`config.mk`:
```
export PLATFORM = sky130hd
export DESIGN_NAME = clock_rate_monitor_flat
export DESIGN_NICKNAME = d
export VERILOG_FILES = /design/src/rtl/clock_rate_monitor_pkg.sv /design/src/rtl/clock_rate_monitor_if.sv /design/src/rtl/sync_2ff.sv /design/src/rtl/clock_rate_monitor.sv /design/src/flat_wrapper.sv
export SDC_FILE = /design/constraint.sdc
export NUM_CORES = 1
export LEC_CHECK = 0
export ABC_AREA = 1
export BUFFER_PORTS_ARGS = -buffer_cell sky130_fd_sc_hd__clkbuf_2
export CORE_ASPECT_RATIO = 1.5
export CORE_MARGIN = 2
export CORE_UTILIZATION = 33
export DETAILED_ROUTE_END_ITERATION = 8
export HOLD_SLACK_MARGIN = 0.15
export PLACE_DENSITY_LB_ADDON = 0.2
export REMOVE_ABC_BUFFERS = 1
export SLEW_MARGIN = 20
export SYNTH_ARGS = -nofsm -noshare
export SYNTH_HDL_FRONTEND = slang
export SYNTH_HIERARCHICAL = 1
export SYNTH_SLANG_ARGS = --single-unit
```
`constraint.sdc`:
```
create_clock -name clkin -period 3.6 [get_ports clkin]
set_input_delay 0.18 -clock clkin [delete_from_list [all_inputs] [get_ports clkin]]
set_output_delay 0.18 -clock clkin [all_outputs]
set_load 0.02 [all_outputs]
```
`src/rtl/clock_rate_monitor_pkg.sv`:
```
// Shared types and constants for the clock rate monitor: FSM state encoding
// and the saturating error counter width.
package clock_rate_monitor_pkg;

  typedef enum logic [1:0] {
    ST_IDLE    = 2'd0,
    ST_ACQUIRE = 2'd1,
    ST_LOCKED  = 2'd2
  } crm_state_e;

  localparam int ERR_W = 8;
  localparam logic [ERR_W-1:0] ERR_MAX = '1;

  function automatic logic [ERR_W-1:0] err_sat_inc(input logic [ERR_W-1:0] v);
    return (v == ERR_MAX) ? v : v + 1'b1;
  endfunction

endpackage

```
`src/rtl/clock_rate_monitor_if.sv`:
```
// Monitored-clock input, error clear and status outputs of the rate monitor.
interface clock_rate_monitor_if #(
  parameter int CNT_W = 4
);
  import clock_rate_monitor_pkg::*;

  logic             clk_div;
  logic             err_clr;
  logic             rise_stb;
  logic             locked;
  logic             period_err;
  logic [ERR_W-1:0] err_count;
  logic [CNT_W-1:0] measured_period;

  modport master (
    output clk_div,
    output err_clr,
    input  rise_stb,
    input  locked,
    input  period_err,
    input  err_count,
    input  measured_period
  );

  modport slave (
    input  clk_div,
    input  err_clr,
    output rise_stb,
    output locked,
    output period_err,
    output err_count,
    output measured_period
  );

endinterface

```
`src/rtl/sync_2ff.sv`:
```
// Two-flop synchronizer for a single asynchronous bit.
module sync_2ff (
  input  logic clk,
  input  logic rst_n,
  input  logic d_i,
  output logic q_o
);

  logic meta_q;
  logic sync_q;

  always_ff @(posedge clk or negedge rst_n) begin
    if (!rst_n) begin
      meta_q <= 1'b0;
      sync_q <= 1'b0;
    end else begin
      meta_q <= d_i;
      sync_q <= meta_q;
    end
  end

  assign q_o = sync_q;

endmodule

```
`src/rtl/clock_rate_monitor.sv`:
```
// Measures the period and duty of a divided clock in clkin cycles, locks after
// LOCK_COUNT good periods and flags period, duty and loss-of-clock errors.
//
// state    | meaning
// IDLE     | no edge seen yet, or monitored clock lost (timeout)
// ACQUIRE  | counting consecutive good periods towards lock
// LOCKED   | rate matches DIV; a bad period or timeout is an error
module clock_rate_monitor
  import clock_rate_monitor_pkg::*;
#(
  parameter int DIV        = 3,
  parameter int LOCK_COUNT = 4,
  parameter int TIMEOUT    = 4 * DIV
) (
  input logic                 clkin,
  input logic                 reset,
  clock_rate_monitor_if.slave mon
);

  localparam int CNT_W  = $clog2(TIMEOUT + 1);
  localparam int GOOD_W = $clog2(LOCK_COUNT + 1);

  localparam logic [CNT_W-1:0]  DIV_C     = CNT_W'(DIV);
  localparam logic [CNT_W-1:0]  TIMEOUT_C = CNT_W'(TIMEOUT);
  localparam logic [CNT_W-1:0]  HI_FLOOR  = CNT_W'(DIV / 2);
  localparam logic [CNT_W-1:0]  HI_CEIL   = CNT_W'((DIV + 1) / 2);
  localparam logic [GOOD_W-1:0] LOCK_M1   = GOOD_W'(LOCK_COUNT - 1);

  logic             sync_lvl;
  logic             rise;
  logic             edge_q;
  logic             rise_q;
  logic             rise_stb_q;

  logic [CNT_W-1:0] per_q, per_d;
  logic [CNT_W-1:0] hi_q, hi_d;
  logic [CNT_W-1:0] meas_q, meas_d;

  crm_state_e       state_q, state_d;
  logic [GOOD_W-1:0] good_q, good_d;
  logic             locked_q;

  logic             perr_q, perr_d;
  logic [ERR_W-1:0] errc_q, errc_d;

  logic             period_good;
  logic             timeout;
  logic             err_evt;

  sync_2ff u_sync (
    .clk   (clkin),
    .rst_n (reset),
    .d_i   (mon.clk_div),
    .q_o   (sync_lvl)
  );

  assign rise = sync_lvl & ~edge_q;

  // rise_q and edge_q are cycle-aligned: edge_q is the level belonging to rise_q
  always_ff @(posedge clkin or negedge reset) begin
    if (!reset) begin
      edge_q     <= 1'b0;
      rise_q     <= 1'b0;
      rise_stb_q <= 1'b0;
    end else begin
      edge_q     <= sync_lvl;
      rise_q     <= rise;
      rise_stb_q <= rise_q;
    end
  end

  always_comb begin
    per_d  = per_q;
    hi_d   = hi_q;
    meas_d = meas_q;
    if (rise_q) begin
      meas_d = per_q;
      per_d  = CNT_W'(1);
      hi_d   = CNT_W'(1);
    end else begin
      if (per_q != TIMEOUT_C) begin
        per_d = per_q + 1'b1;
      end
      if (edge_q && (hi_q != TIMEOUT_C)) begin
        hi_d = hi_q + 1'b1;
      end
    end
  end

  assign period_good = (per_q == DIV_C) && ((hi_q == HI_FLOOR) || (hi_q == HI_CEIL));
  assign timeout     = (per_q == TIMEOUT_C) && !rise_q;

  always_comb begin
    state_d = state_q;
    good_d  = good_q;
    err_evt = 1'b0;
    case (state_q)
      ST_IDLE: begin
        if (rise_q) begin
          state_d = ST_ACQUIRE;
          good_d  = '0;
        end
      end
      ST_ACQUIRE: begin
        if (rise_q) begin
          if (!period_good) begin
            good_d = '0;
          end else if (good_q == LOCK_M1) begin
            state_d = ST_LOCKED;
            good_d  = '0;
          end else begin
            good_d = good_q + 1'b1;
          end
        end
      end
      ST_LOCKED: begin
        if (rise_q && !period_good) begin
          err_evt = 1'b1;
          state_d = ST_ACQUIRE;
          good_d  = '0;
        end
      end
      default: begin
        state_d = ST_IDLE;
        good_d  = '0;
      end
    endcase
    if (timeout) begin
      err_evt = (state_q == ST_LOCKED);
      state_d = ST_IDLE;
      good_d  = '0;
    end
  end

  // A new error takes priority over a simultaneous clear
  always_comb begin
    perr_d = perr_q;
    errc_d = errc_q;
    if (err_evt) begin
      perr_d = 1'b1;
      errc_d = mon.err_clr ? ERR_W'(1) : err_sat_inc(errc_q);
    end else if (mon.err_clr) begin
      perr_d = 1'b0;
      errc_d = '0;
    end
  end

  always_ff @(posedge clkin or negedge reset) begin
    if (!reset) begin
      per_q    <= '0;
      hi_q     <= '0;
      meas_q   <= '0;
      state_q  <= ST_IDLE;
      good_q   <= '0;
      locked_q <= 1'b0;
      perr_q   <= 1'b0;
      errc_q   <= '0;
    end else begin
      per_q    <= per_d;
      hi_q     <= hi_d;
      meas_q   <= meas_d;
      state_q  <= state_d;
      good_q   <= good_d;
      locked_q <= (state_q == ST_LOCKED);
      perr_q   <= perr_d;
      errc_q   <= errc_d;
    end
  end

  assign mon.rise_stb        = rise_stb_q;
  assign mon.locked          = locked_q;
  assign mon.period_err      = perr_q;
  assign mon.err_count       = errc_q;
  assign mon.measured_period = meas_q;

endmodule
```
`src/flat_wrapper.sv`:
```
// flat-port wrapper written by rule: the top's interface ports become plain ports
module clock_rate_monitor_flat import clock_rate_monitor_pkg::*;
#(
  parameter int DIV        = 3,
  parameter int LOCK_COUNT = 4,
  parameter int TIMEOUT    = 4 * DIV
)
  (clkin, reset, mon_clk_div, mon_err_clr, mon_rise_stb, mon_locked, mon_period_err, mon_err_count, mon_measured_period);
  clock_rate_monitor_if mon_i ();
  input logic clkin;
  input logic reset;
  input wire logic [$bits(mon_i.clk_div)-1:0] mon_clk_div;
  input wire logic [$bits(mon_i.err_clr)-1:0] mon_err_clr;
  output wire logic [$bits(mon_i.rise_stb)-1:0] mon_rise_stb;
  output wire logic [$bits(mon_i.locked)-1:0] mon_locked;
  output wire logic [$bits(mon_i.period_err)-1:0] mon_period_err;
  output wire logic [$bits(mon_i.err_count)-1:0] mon_err_count;
  output wire logic [$bits(mon_i.measured_period)-1:0] mon_measured_period;
  assign mon_i.clk_div = mon_clk_div;
  assign mon_i.err_clr = mon_err_clr;
  assign mon_rise_stb = mon_i.rise_stb;
  assign mon_locked = mon_i.locked;
  assign mon_period_err = mon_i.period_err;
  assign mon_err_count = mon_i.err_count;
  assign mon_measured_period = mon_i.measured_period;
  clock_rate_monitor #(.DIV(DIV), .LOCK_COUNT(LOCK_COUNT), .TIMEOUT(TIMEOUT)) u_core (.clkin(clkin), .reset(reset), .mon(mon_i));
endmodule
```
# ---- Word-level counts from Yosys, hierarchy flattened
# Cells that the tools add are included.
dict set report word_totals {
  reg_bits 32
  latch_bits 0
  ramBits 0
  mem_bits_ro 0
  inputBits 4
  out_inout_bits 15
  wordCells 76
  memories 0
}
dict set report op_classes {
  addsub 4
  n_mul 0
  div_mod_pow 0
  order_cmp 0
  n_eq_ne 16
  shifts 0
  mux 27
  bitwise_logic 2
  n_reduce_logical 14
}
# op n
set ops {}
lappend ops {{$mux 8} 4}
lappend ops {{$mux 3} 6}
lappend ops {{$mux 4} 4}
lappend ops {{$ne 3x1->1 const B} 5}
lappend ops {{$mux 2} 6}
lappend ops {{$pmux 3 s3} 1}
lappend ops {{$add 4x1->4 const B} 2}
lappend ops {{$add 8x1->8 const B} 1}
lappend ops {{$eq 4x2->1 const B} 2}
lappend ops {{$eq 8x8->1 const B} 1}
lappend ops {{$ne 4x4->1 const B} 2}
lappend ops {{$pmux 2 s3} 1}
lappend ops {{$reduce_bool 2->1} 3}
lappend ops {{$mux 1} 5}
lappend ops {{$reduce_and 5->1} 1}
lappend ops {{$eq 4x1->1 const B} 1}
lappend ops {{$eq 4x4->1 const B} 1}
lappend ops {{$logic_and 1x1->1} 4}
lappend ops {{$add 3x1->3 const B} 1}
lappend ops {{$eq 3x2->1 const B} 1}
lappend ops {{$reduce_and 3->1} 1}
lappend ops {{$eq 2x1->1 const B} 1}
lappend ops {{$eq 2x2->1 const B} 1}
lappend ops {{$logic_not 1->1} 2}
lappend ops {{6 further kinds} 6}

# ---- Logic depth before layout (Yosys ltp)
dict set report depth {
  ltp_word 10
  mapped_depth 10
  ltp_nobuf 10
}

# ---- Hierarchy
# Netlist, hierarchy kept.
# module instances cells_per_inst area_per_inst_um2 seq_area_each_um2
set modules_own_cells {}
lappend modules_own_cells {clock_rate_monitor 1 190 1672.9 750.7}
lappend modules_own_cells {sync_2ff 1 2 50.0 50.0}

# ---- Worst setup path after synthesis
# OpenSTA, ideal clock, no wires.
dict set report synth_path {
  path_type {reg2reg}
  start {register u_core.errc_q[0], in the netlist u_core/mon.err_count[0]}
  end {register u_core.errc_q[2], in the netlist u_core/mon.err_count[2]}
  setup_ns 0.065
  arrival_ns 1.383
  required_ns 3.535
  path_slack_ns 2.151
  path_stages_with_launch 8
  n_path_buf 0
  period_less_slack_ns 1.449
  cell_sequence {dfrtp_1 -> ha_1 -> nand2_1 -> nor2_2 -> nand4_2 -> nand4_4 -> nand3_1 -> nand2_1}
}
dict set report synth_between {
  elab_chain_len 4
  word_cells_on_any_way 7
  cone_classes {add/sub: 1; eq/ne: 2; mux: 3; reduce/logical: 1}
}
# element line_no
set synth_rtl {}
lappend synth_rtl {{start: declaration} clock_rate_monitor.sv:44} ;# logic [ERR_W-1:0] errc_q, errc_d;
lappend synth_rtl {{start signal: assignment} clock_rate_monitor.sv:166} ;# errc_q <= errc_d;
lappend synth_rtl {{$add 8x1->8} clock_rate_monitor_pkg.sv:15} ;# return (v == ERR_MAX) ? v : v + 1'b1;
lappend synth_rtl {{$mux 8} clock_rate_monitor_pkg.sv:15}
lappend synth_rtl {{$mux 8} clock_rate_monitor.sv:141} ;# errc_d = mon.err_clr ? ERR_W'(1) : err_sat_inc(errc_q);
lappend synth_rtl {{$mux 8} clock_rate_monitor.sv:139} ;# if (err_evt) begin
# Several ways; a longest one is shown, not always the timed one. The select of a mux whose other input is x is not followed.
# A chain may end at the register's enable or synchronous reset.

# ---- Worst setup path in the final report
dict set report layout_path {
  start {register u_core.rise_q}
  end {register u_core.state_q[1]}
}
dict set report layout_between {
  elab_chain_len 4
  word_cells_on_any_way 10
  cone_classes {eq/ne: 5; mux: 1; reduce/logical: 4}
}
# element line_no
set layout_rtl {}
lappend layout_rtl {{start: declaration} clock_rate_monitor.sv:32} ;# logic rise_q;
lappend layout_rtl {{start signal: assignment} clock_rate_monitor.sv:67} ;# rise_q <= rise;
lappend layout_rtl {{$logic_not 1->1} clock_rate_monitor.sv:91} ;# assign timeout = (per_q == TIMEOUT_C) && !rise_q;
lappend layout_rtl {{$logic_and 1x1->1} clock_rate_monitor.sv:91}
lappend layout_rtl {{$ne 3x1->1 (no line)} n/a}
lappend layout_rtl {{$reduce_and 5->1 (no line)} n/a}
lappend layout_rtl {{end signal: assignment} clock_rate_monitor.sv:162} ;# state_q <= state_d;
lappend layout_rtl {{end: declaration} clock_rate_monitor.sv:39} ;# crm_state_e state_q, state_d;
# Several ways; a longest one is shown, not always the timed one.

==> results.md <==
* Drt drc at 0
* Count of final hold-check violations at 0
* Hpwl dp at 2.52 mm
* WL/cell at 12.1 um
* Clock Path Buffers at 2
* CTS tree: done
* CORE AREA at 0.00508 mm2
* Final clock period utilization by the worst path at 0.441
* Clk_lat worst skew at 0.29 ns
* # diodes at 0
* First-pass GRT wire length at 6.32 mm
* VDD IR max at 0.283 mV
* Area share of the largest cell type after synthesis at 0.465
* Number of enable flip-flop cells after synthesis at 0
* Lkg Pwr at 1.05 nW
* Post-CTS setup buffers at 0
* Setup TNS at 0 ns
* Die area at 0.00583 mm2
* CP Capture Point: u_core/state_q[1]
* Prevailing post-synth register cell: dfrtp_1
* Nets@finish at 228
* Final WL at 3.46 mm
* R2R Setup Slk at 2.01 ns
* Clock skew at 0.00916 ns
* Crit end category: flop
* Count of endpoints failing setup in the final report at 0
* CTS buffer count at 5
* Routed vias/inst at 4.62
* Synthesized flop and latch total at 32
* Hold Path Class: in -> reg
* I/O pins at 19
* Worst R2R Start: u_core/rise_q
* Mapped Cells at 192
* Post-synth top cells: 41 x nand2_1, 32 x dfrtp_1, 23 x nand3_1
* Pin count of the biggest net entering global routing at 33
* WS Path Type: reg -> reg
* CTS H-tree depth at 2
* Clk root buf: clkbuf_8
* Status: complete, no violations
* Maximum fanout along the worst path at 12
* Gr usage total at 0.141
* Cts hold-fix bufs at 2
* Multi-input gate area at 805 um2
* Die X at 63.0 um
* Internal at 790 uW
* Chip Height at 92.5 um
* Count of different cell masters after synthesis at 31
* Least-Margin Pin Slew at 0.797 ns
* Worst reg2reg path depth at 6
* Post-synth top area cell: dfrtp_1
* Initial antenna violation count at 0
* Unrepaired setup endpoints after global routing: false
* FFs w/ async S/R, synth at 1.00
* Startpoint Class: flop
* Slew margin rel. at 0.469
* Mean Syn Cell Area at 8.97 um2
* Initial Util at 0.339
* Post-Place Cells at 275
* Seq/Total Area, Yosys at 0.465
* Net Sw Power at 412 uW
* Fill cells at 552
* Sw Ratio at 0.343
* Sequential cell area at 801 um2
* FP Rows at 32
* GR Overflow Total at 0
* Post-synthesis cell area at 0.00172 mm2
* Clock Power Share at 0.316
* Reg power frac at 0.412
* TritonRoute pass-1 iters at 4
* Crit path time final at 1.59 ns
* Gpl congestion at 0.763
* Ranking of synthesized cells by area: dfrtp_1 46%, nand2_1 8.9%, nand3_1 6.7%
* Vias in the first global route at 1,337
* Post-DRT Antenna Nets at 0
* Cell with the most instances after synthesis: nand2_1
* Maxcap violations at 0
* P&R area growth vs syn at 17.6%
* DR iter-0 viols at 89
* CTS Sinks at 32
* Post-cts resize count at 0
* Max Clock Freq at 630 MHz
* Via count at 1,318
* Logic gate share of total power at 0.272
* Synthesis warning total at 6
* Data arrival, critical path at 1.76 ns
* Clock-pin slew on the worst setup and hold paths at 0.07 ns
* Power density cells at 593 mW/mm2
* Layout cells sized above 1 at 0.240
* Input/output buffers at 18
* Slew Viols, Final at 0
* R2r endpoint: u_core/state_q[1]
* Cell Count, Final, Fillers Out at 285
* Setup crit start: u_core/rise_q
* CP Data Required Time at 3.77 ns
[state kept, by name (all words and copies together), names as in the netlist]
| signal | flops |
|---|---|
| u_core/mon.err_count | 8 |
| u_core/hi_q | 4 |
| u_core/mon.measured_period | 4 |
| u_core/per_q | 4 |
| u_core/good_q | 3 |
| u_core/state_q | 2 |
| u_core/edge_q | 1 |
| u_core/mon.locked | 1 |
| u_core/mon.period_err | 1 |
| u_core/mon.rise_stb | 1 |
| u_core/rise_q | 1 |
| u_core/u_sync/meta_q | 1 |
| u_core/u_sync/q_o | 1 |
[how the worst min path moves through the flow]
stage	slack [ns]	endpoint	from	cells after the start
2_1_floorplan	-0.12	u_core/edge_q	reset	0
3_3_place_gp	0.29	u_core/u_sync/meta_q	mon_clk_div	1
3_5_place_dp	0.29	u_core/u_sync/meta_q	mon_clk_div	1
4_1_cts	0.26	u_core/mon.err_count[0]	mon_err_clr	5
5_1_grt	0.29	u_core/mon.err_count[0]	mon_err_clr	5
6_report	0.26	u_core/mon.err_count[0]	mon_err_clr	5
[cell families (layout without fill, tap and decap cells)]
family | count (synthesis) | after routing | synth area share
compound gates | 19 | 19 | 0.0654
xor+xnor | 3 | 3 | 0.0153
fa+ha+maj | 8 | 8 | 0.0581
buf+inv | 29 | 54 | 0.0683
flops | 32 | 32 | 0.465
simple gates | 101 | 101 | 0.328
[through the flow]
| stage | total power, mW | instance area, um2 | utilization | hold WS (ns) | worst slack, ns |
|---|---|---|---|---|---|
| floorplan | 0.748 | 1710 | - | -0.116 | 2.15 |
| global placement | 0.830 | 1880 | 0.370 | 0.289 | 2.00 |
| detailed placement | 0.834 | 1880 | 0.370 | 0.291 | 2.00 |
| CTS | 1.22 | 2030 | 0.399 | 0.259 | 1.98 |
| global route | 1.30 | 2030 | 0.399 | 0.292 | 1.83 |
| finish | 1.20 | 2030 | 0.399 | 0.258 | 2.01 |
[layer usage]
metal	up-vias	global-route usage	part of all wire
met5	-	0	0
met4	0	0.0833	0.022
met3	5	0.0304	0.035
met2	25	0.243	0.52
met1	616	0.158	0.42
li1	672	-	-
[area by class of cell]
type	count	area share
repair buffers	20	0.0543
clock buffers	7	0.0475
inverters	26	0.0494
multi-input cells	131	0.397
well taps	68	0.0420
clock inverters	1	0.0148
flip-flops and latches	32	0.395
[power groups by stage]
stage               registers, mW  clock network (mW)  logic [mW]
global placement            0.503                   0       0.326
global route                0.509               0.412       0.380
CTS                         0.497               0.392       0.334
detailed placement          0.504                   0       0.330
finish                      0.496               0.379       0.327
floorplan                   0.517                   0       0.230
[cell usage in the layout, fill, tap and decap left out, types with 2 or more instances in the layout]
cell	n
nand3_4	2
dfrtp_1	32
ha_1	8
inv_2	5
o21ai_0	2
nor2_4	2
clkbuf_2	18
xor2_1	2
clkbuf_8	7
nand2_4	3
nand2_1	41
inv_1	20
nand2_2	3
dlygate4sd3_1	2
o21bai_1	2
nand4_1	9
a21oi_1	2
nor2_2	3
nand3_1	23
o21ai_2	2
nor2_1	9
o21ai_1	9
[worst max-delay path, cell delays in order (launching register included)]
cell	delay, ns
dfrtp_1	0.59
inv_2	0.30
nand2_2	0.13
o21ai_2	0.17
nand3_4	0.12
nand3_1	0.10
nand2_1	0.05
Note: power is estimated with default switching activity, not from simulation.
